File: config.mk
export PLATFORM = sky130hd
export DESIGN_NAME = stream_demux_1to2_flat
export DESIGN_NICKNAME = d
export VERILOG_FILES = /design/src/rtl/stream_demux_1to2_if.sv /design/src/rtl/stream_demux_1to2.sv /design/src/flat_wrapper.sv
export SDC_FILE = /design/constraint.sdc
export NUM_CORES = 1
export LEC_CHECK = 0
export ABC_CLOCK_PERIOD_IN_PS = 3400
export BUFFER_PORTS_ARGS = -buffer_cell sky130_fd_sc_hd__buf_2
export CORE_AREA = 2 2 39 41
export DETAILED_ROUTE_END_ITERATION = 16
export DIE_AREA = 0 0 41 43
export PLACE_DENSITY_LB_ADDON = 0.3
export SYNTH_ARGS = -nofsm -noshare
export SYNTH_HDL_FRONTEND = slang
export SYNTH_SLANG_ARGS = --single-unit
File: constraint.sdc
create_clock -name Clk -period 3.4 [get_ports Clk]
set_input_delay 0.51 -clock Clk [delete_from_list [all_inputs] [get_ports Clk]]
set_output_delay 0.51 -clock Clk [all_outputs]
set_load 0.05 [all_outputs]
File: src/rtl/stream_demux_1to2_if.sv
// Handshake bundle for the 1:2 stream demux: one upstream port, two downstream ports.
// slave is the demux side; master is the environment that feeds and drains it.
interface stream_demux_1to2_if #(
    parameter int WIDTH = 2
);
    logic [WIDTH-1:0] in_data;
    logic             in_sel;
    logic             in_valid;
    logic             in_ready;

    logic [WIDTH-1:0] outA_data;
    logic             outA_valid;
    logic             outA_ready;

    logic [WIDTH-1:0] outB_data;
    logic             outB_valid;
    logic             outB_ready;

    modport slave (
        input  in_data, in_sel, in_valid, outA_ready, outB_ready,
        output in_ready, outA_data, outA_valid, outB_data, outB_valid
    );

    modport master (
        output in_data, in_sel, in_valid, outA_ready, outB_ready,
        input  in_ready, outA_data, outA_valid, outB_data, outB_valid
    );
endinterface

File: src/rtl/stream_demux_1to2.sv
// 1:2 stream demux, one holding register per output; 1-cycle latency, full rate per output.
// Backpressure: in_ready follows only the selected output (head-of-line blocking); DEMUX_XFER_COUNT_EN adds cntA/cntB.
module stream_demux_1to2 #(
    parameter int WIDTH = 2
) (
    input  logic                   Clk,
    input  logic                   Rst_n,
    stream_demux_1to2_if.slave     bus
`ifdef DEMUX_XFER_COUNT_EN
    ,
    output logic [7:0]             cntA,
    output logic [7:0]             cntB
`endif
);

    typedef struct packed {
        logic             vld;
        logic [WIDTH-1:0] dat;
    } hold_t;

    hold_t a_q;
    hold_t b_q;

    logic a_xfer;
    logic b_xfer;
    logic a_free;
    logic b_free;
    logic acc;
    logic a_load;
    logic b_load;

    assign a_xfer = a_q.vld & bus.outA_ready;
    assign b_xfer = b_q.vld & bus.outB_ready;

    // A register can take a new word if it is empty or its word leaves on this edge.
    assign a_free = ~a_q.vld | bus.outA_ready;
    assign b_free = ~b_q.vld | bus.outB_ready;

    assign bus.in_ready = Rst_n & (bus.in_sel ? b_free : a_free);

    assign acc    = bus.in_valid & bus.in_ready;
    assign a_load = acc & ~bus.in_sel;
    assign b_load = acc &  bus.in_sel;

    always_ff @(posedge Clk or negedge Rst_n) begin
        if (!Rst_n) begin
            a_q <= '0;
        end else if (a_load) begin
            a_q.vld <= 1'b1;
            a_q.dat <= bus.in_data;
        end else if (a_xfer) begin
            a_q.vld <= 1'b0;
        end
    end

    always_ff @(posedge Clk or negedge Rst_n) begin
        if (!Rst_n) begin
            b_q <= '0;
        end else if (b_load) begin
            b_q.vld <= 1'b1;
            b_q.dat <= bus.in_data;
        end else if (b_xfer) begin
            b_q.vld <= 1'b0;
        end
    end

    assign bus.outA_valid = a_q.vld;
    assign bus.outA_data  = a_q.dat;
    assign bus.outB_valid = b_q.vld;
    assign bus.outB_data  = b_q.dat;

`ifdef DEMUX_XFER_COUNT_EN
    // Saturating counts of completed downstream transfers.
    always_ff @(posedge Clk or negedge Rst_n) begin
        if (!Rst_n) begin
            cntA <= 8'd0;
            cntB <= 8'd0;
        end else begin
            if (a_xfer && cntA != 8'hff) cntA <= cntA + 8'd1;
            if (b_xfer && cntB != 8'hff) cntB <= cntB + 8'd1;
        end
    end
`endif

endmodule

File: src/flat_wrapper.sv
// flat-port wrapper written by rule: the top's interface ports become plain ports
module stream_demux_1to2_flat 
#(
    parameter int WIDTH = 2
)
  (Clk, Rst_n, bus_in_data, bus_in_sel, bus_in_valid, bus_outA_ready, bus_outB_ready, bus_in_ready, bus_outA_data, bus_outA_valid, bus_outB_data, bus_outB_valid);
  stream_demux_1to2_if #(.WIDTH(WIDTH)) bus_i ();
  input  logic Clk;
  input  logic Rst_n;
  input wire logic [$bits(bus_i.in_data)-1:0] bus_in_data;
  input wire logic [$bits(bus_i.in_sel)-1:0] bus_in_sel;
  input wire logic [$bits(bus_i.in_valid)-1:0] bus_in_valid;
  input wire logic [$bits(bus_i.outA_ready)-1:0] bus_outA_ready;
  input wire logic [$bits(bus_i.outB_ready)-1:0] bus_outB_ready;
  output wire logic [$bits(bus_i.in_ready)-1:0] bus_in_ready;
  output wire logic [$bits(bus_i.outA_data)-1:0] bus_outA_data;
  output wire logic [$bits(bus_i.outA_valid)-1:0] bus_outA_valid;
  output wire logic [$bits(bus_i.outB_data)-1:0] bus_outB_data;
  output wire logic [$bits(bus_i.outB_valid)-1:0] bus_outB_valid;
  assign bus_i.in_data = bus_in_data;
  assign bus_i.in_sel = bus_in_sel;
  assign bus_i.in_valid = bus_in_valid;
  assign bus_i.outA_ready = bus_outA_ready;
  assign bus_i.outB_ready = bus_outB_ready;
  assign bus_in_ready = bus_i.in_ready;
  assign bus_outA_data = bus_i.outA_data;
  assign bus_outA_valid = bus_i.outA_valid;
  assign bus_outB_data = bus_i.outB_data;
  assign bus_outB_valid = bus_i.outB_valid;
  stream_demux_1to2 #(.WIDTH(WIDTH)) u_core (.Clk(Clk), .Rst_n(Rst_n), .bus(bus_i));
endmodule
After elaboration in Yosys (flattened, before gate mapping)
Index checks and enable logic that the tools add are counted.
Widths: inputs -> output; s select.
- ROM bits: 0
- memories: 0
- register bits: 6
- bits in writable memories: 0
- latch bits: 0
- bitwise logic cells: 11
- $mul: 0
- shifts and indexed selects: 0
- div/mod/pow operators: 0
- mux-type cells: 5
- reductions and logical operators: 2
- equality and inequality tests: 0
- order comparisons: 0
- add/subtract/negate cells: 0
- operators with widths (cell ; number):
    $and 1x1->1 ; 6
    $mux 1 ; 5
    $reduce_bool 2->1 ; 2
    $not 1->1 ; 3
    $or 1x1->1 ; 2

Depth between registers and ports, before layout
- depth after elaboration: 7
- mapped depth: 3
- depth with buffers taken out: 3

Least setup slack after synthesis
OpenSTA, ideal clock, no wires.
- kind: register to output
- start point: reg u_core.b_q (netlist bit u_core.bus.outB_valid)
- end point: out bus_in_ready
- stages on the path, launching flop included: 3
- path slack: 1747 ps
- data arrival time: 1143 ps
- cell sequence: dfrtp_1 > nand3b_1 > o211a_1
- cells in the longest elaborated chain, start to end: 4
- ends and longest elaborated chain (item ; line ; text):
    start: declaration ; stream_demux_1to2.sv:22 ; hold_t b_q;
    $not 1->1 ; stream_demux_1to2.sv:37 ; assign b_free = ~b_q.vld | bus.outB_ready;
    $or 1x1->1 ; stream_demux_1to2.sv:37 ;
    $mux 1 ; stream_demux_1to2.sv:39 ; assign bus.in_ready = Rst_n & (bus.in_sel ? b_free : a_free);
    $and 1x1->1 ; stream_demux_1to2.sv:39 ;
    end: declaration ; flat_wrapper.sv:15 ; output wire logic [$bits(bus_i.in_ready)-1:0] bus_in_ready;
No other way between the ends.

Worst setup path in the final report
- start point: in bus_outA_ready
- end point: out bus_in_ready
- cells in the longest elaborated chain, start to end: 3
- ends and longest elaborated chain (item ; line ; text):
    start: declaration ; flat_wrapper.sv:13 ; input wire logic [$bits(bus_i.outA_ready)-1:0] bus_outA_ready;
    $or 1x1->1 ; stream_demux_1to2.sv:36 ; assign a_free = ~a_q.vld | bus.outA_ready;
    $mux 1 ; stream_demux_1to2.sv:39 ;
    $and 1x1->1 ; stream_demux_1to2.sv:39 ;
No other way between the ends.

==> results.sh <==
export IMPL_grt_max_degree=10
export IMPL_yosysWarningCount=0
export IMPL_grt_usage_pct=9.192
export IMPL_cp_common_cell="buf_2"
export IMPL_layout_drive_gt1_share_pct=61.11
export IMPL_worstSetupPathType="in2out"
export IMPL_cts_tree="done"
export IMPL_initial_utilization_pct=19.89
export IMPL_leakage_nw=0.1959
export IMPL_cts_root_buf="clkbuf_4"
export IMPL_finalSetupTns_ns=0
export IMPL_synthFlopType="dfrtp_1"
export IMPL_io_pins=15
export IMPL_reg2reg_slack_ns=2.22
export IMPL_relSlewSlack_pct=83.18
export IMPL_htree_levels=1
export IMPL_wl_um=619
export IMPL_die_area_um2=1763
export IMPL_synth_edff_count=0
export IMPL_rr_endpoint="u_core.bus.outA_data[1]"
export IMPL_clkTransAtPathRegs_ns=0.05
export IMPL_cp_arrival_ns=1.15
export IMPL_hold_buffers=0
export IMPL_final_setup_skew_ns=0.0001369
export IMPL_cts_setup_buffers=0
export IMPL_cts_resized=0
export IMPL_core_area_um2=1384
export IMPL_gp_congestion=0.5984
export IMPL_setup_viol=0
export IMPL_rr_worst_depth=3
export IMPL_clk_latency_ns=0.24
export IMPL_timing_hold_ws_ns=0.1125
export IMPL_yosysSeqAreaShare_pct=54.55
export IMPL_critPathLaunchType="input pin"
export IMPL_wire_per_inst_um=11.90
export IMPL_io_buffers=14
export IMPL_ys_async_sr_fraction_pct=100.0
export IMPL_overflow=0
export IMPL_synth_most_common_cell="dfrtp_1"
export IMPL_nets=46
export IMPL_num_antenna_cells=0
export IMPL_vias=219
export IMPL_num_rows=14
export IMPL_path_max_fanout=3
export IMPL_r2r_start="u_core.bus.outA_valid"
export IMPL_cts_made_buffers=3
export IMPL_synthTopCellsByCount="6 x dfrtp_1, 4 x mux2_1"
export IMPL_synth_cells=19
export IMPL_hpwlAfterDp_um=509.1
export IMPL_power_density_nw_per_um2=608.3
export IMPL_rsz0062_at_grt="no"
export IMPL_finalCriticalPeriod_ns=1.656
export IMPL_max_freq_mhz=603.8
export IMPL_hold_violations=0
export IMPL_yosys_top_cells_area="dfrtp_1 55%, mux2_1 16%, nand2b_4 5.0%, nand4_2 4.5%, nor3b_2 4.5%"
export IMPL_grt_pass1_vias=238
export IMPL_first_pass_iters=2
export IMPL_crit_path_end_kind="output port"
export IMPL_drtIter0Drc=1
export IMPL_syn_num_nets=27
export IMPL_max_cap_viol_count=0
export IMPL_detail_route_antenna_nets=0
export IMPL_grt_pass1_wl_um=1007
export IMPL_syn_cell_area_um2=275.3
export IMPL_antenna_found_initial=0
export IMPL_cts_sinks=6
export IMPL_fin_cells=52
export IMPL_ys_types=11
export IMPL_fin_crit_sh_pct=48.71
export IMPL_syn_avg_cell_area_um2=14.49
export IMPL_areaGrowthSynthToFinish_pct=40.91
export IMPL_peakVddDrop_mv=0.2880
export IMPL_ys_ff_latch=6
export IMPL_crit_path_top_delay_cell="o211a_1"
export IMPL_worst_pin_slew_ns=0.2540
export IMPL_viasPerCell=4.212
export IMPL_die_w_um=41
export IMPL_hold_path_class="in2async"
export IMPL_dp_cells=49
export IMPL_remaining_drc_errors=0
export IMPL_yosys_area_top_type="dfrtp_1"
export IMPL_status="finished clean"
export IMPL_cts_buffer_depth=2
export IMPL_maxSlewViolCount=0
export IMPL_crit_required_ns=2.89
export IMPL_cp_slowest_stage_delay_ns=0.20
export IMPL_path_cells="buf_2 -> nand2b_4 -> o211a_1 -> buf_2"
export IMPL_synth_top_cell_area_share_pct=54.55
export IMPL_die_y_um=43
routing by layer:
metal / vias to the layer above / track usage, % / wire length [µm]
met5: - / 0 / 0
li1: 104 / - / -
met3: 0 / 6.283 / 104
met1: 100 / 9.836 / 269
met2: 15 / 11.56 / 244
met4: 0 / 8.000 / 0
flip-flops by register name (all words and copies together), names as in the netlist:
register	cells
u_core.bus.outB_data	2
u_core.bus.outA_data	2
u_core.bus.outB_valid	1
u_core.bus.outA_valid	1
area by class of cell:
| cell class | instances | area [µm²] |
|---|---|---|
| fill | 153 | 996.0 |
| sequential | 6 | 150.1 |
| multi-input combinational | 13 | 125.1 |
| timing repair buffer | 14 | 70.07 |
| clock buffer | 3 | 22.52 |
| tap | 16 | 20.02 |
worst max-delay path by stage:
stage / cells past startpoint / end / from
after floorplan: 2 / bus_in_ready / u_core.bus.outB_valid
after global placement: 4 / bus_in_ready / bus_outA_ready
after detailed placement: 3 / bus_in_ready / Rst_n
after CTS: 3 / bus_in_ready / Rst_n
after global routing: 3 / bus_in_ready / Rst_n
final: 4 / bus_in_ready / bus_outA_ready
cells by family (layout without fill, tap and decap cells):
| logic type | after synthesis | in the layout | share of synthesized area, % |
|---|---|---|---|
| AOI/OAI and AO/OA | 2 | 2 | 5.453 |
| and+or+nand+nor | 7 | 7 | 23.64 |
| DFF | 6 | 6 | 54.54 |
| muxes | 4 | 4 | 16.36 |
| buffers and inverters | 0 | 17 | 0 |
power breakdown:
| group | internal [W] | switching, W | total, W |
|---|---|---|---|
| clock | 0.0000398 | 0.0000242 | 0.0000641 |
| sequential | 0.0000836 | 0.00000659 | 0.0000902 |
| combinational | 0.0000208 | 0.0000608 | 0.0000817 |
| total | 0.000144 | 0.0000917 | 0.000236 |
critical path: cells and delay by family:
kind                   cells  cell delay, ns
AOI/OAI and AO/OA          1            0.20
buffers and inverters      2            0.30
and+or+nand+nor            1            0.13
placed cells by master (no fill, tap or decap):
cell type | Yosys | final
o21ai_1 | 1 | 1
nand4_2 | 1 | 1
mux2_1 | 4 | 4
o211a_1 | 1 | 1
nand2_1 | 1 | 1
nand3b_1 | 1 | 1
clkbuf_4 | 0 | 3
buf_2 | 0 | 14
nand2b_4 | 1 | 1
nand2b_2 | 1 | 1
nor3b_2 | 1 | 1
nand2_2 | 1 | 1
dfrtp_1 | 6 | 6
stage by stage:
stage / area [µm²] / worst slack (ns) / power (W) / utilization (%)
after detailed placement: 365.4 / 1.742 / 0.0001736 / 26.40
after global placement: 365.4 / 1.759 / 0.0001711 / 26.40
after CTS: 387.9 / 1.734 / 0.0002398 / 28.03
after global routing: 387.9 / 1.691 / 0.0002510 / 28.03
after floorplan: 275.3 / 1.747 / 0.0001498 / -
final: 387.9 / 1.744 / 0.0002359 / 28.03
Note: power is estimated with default switching activity, not from simulation.
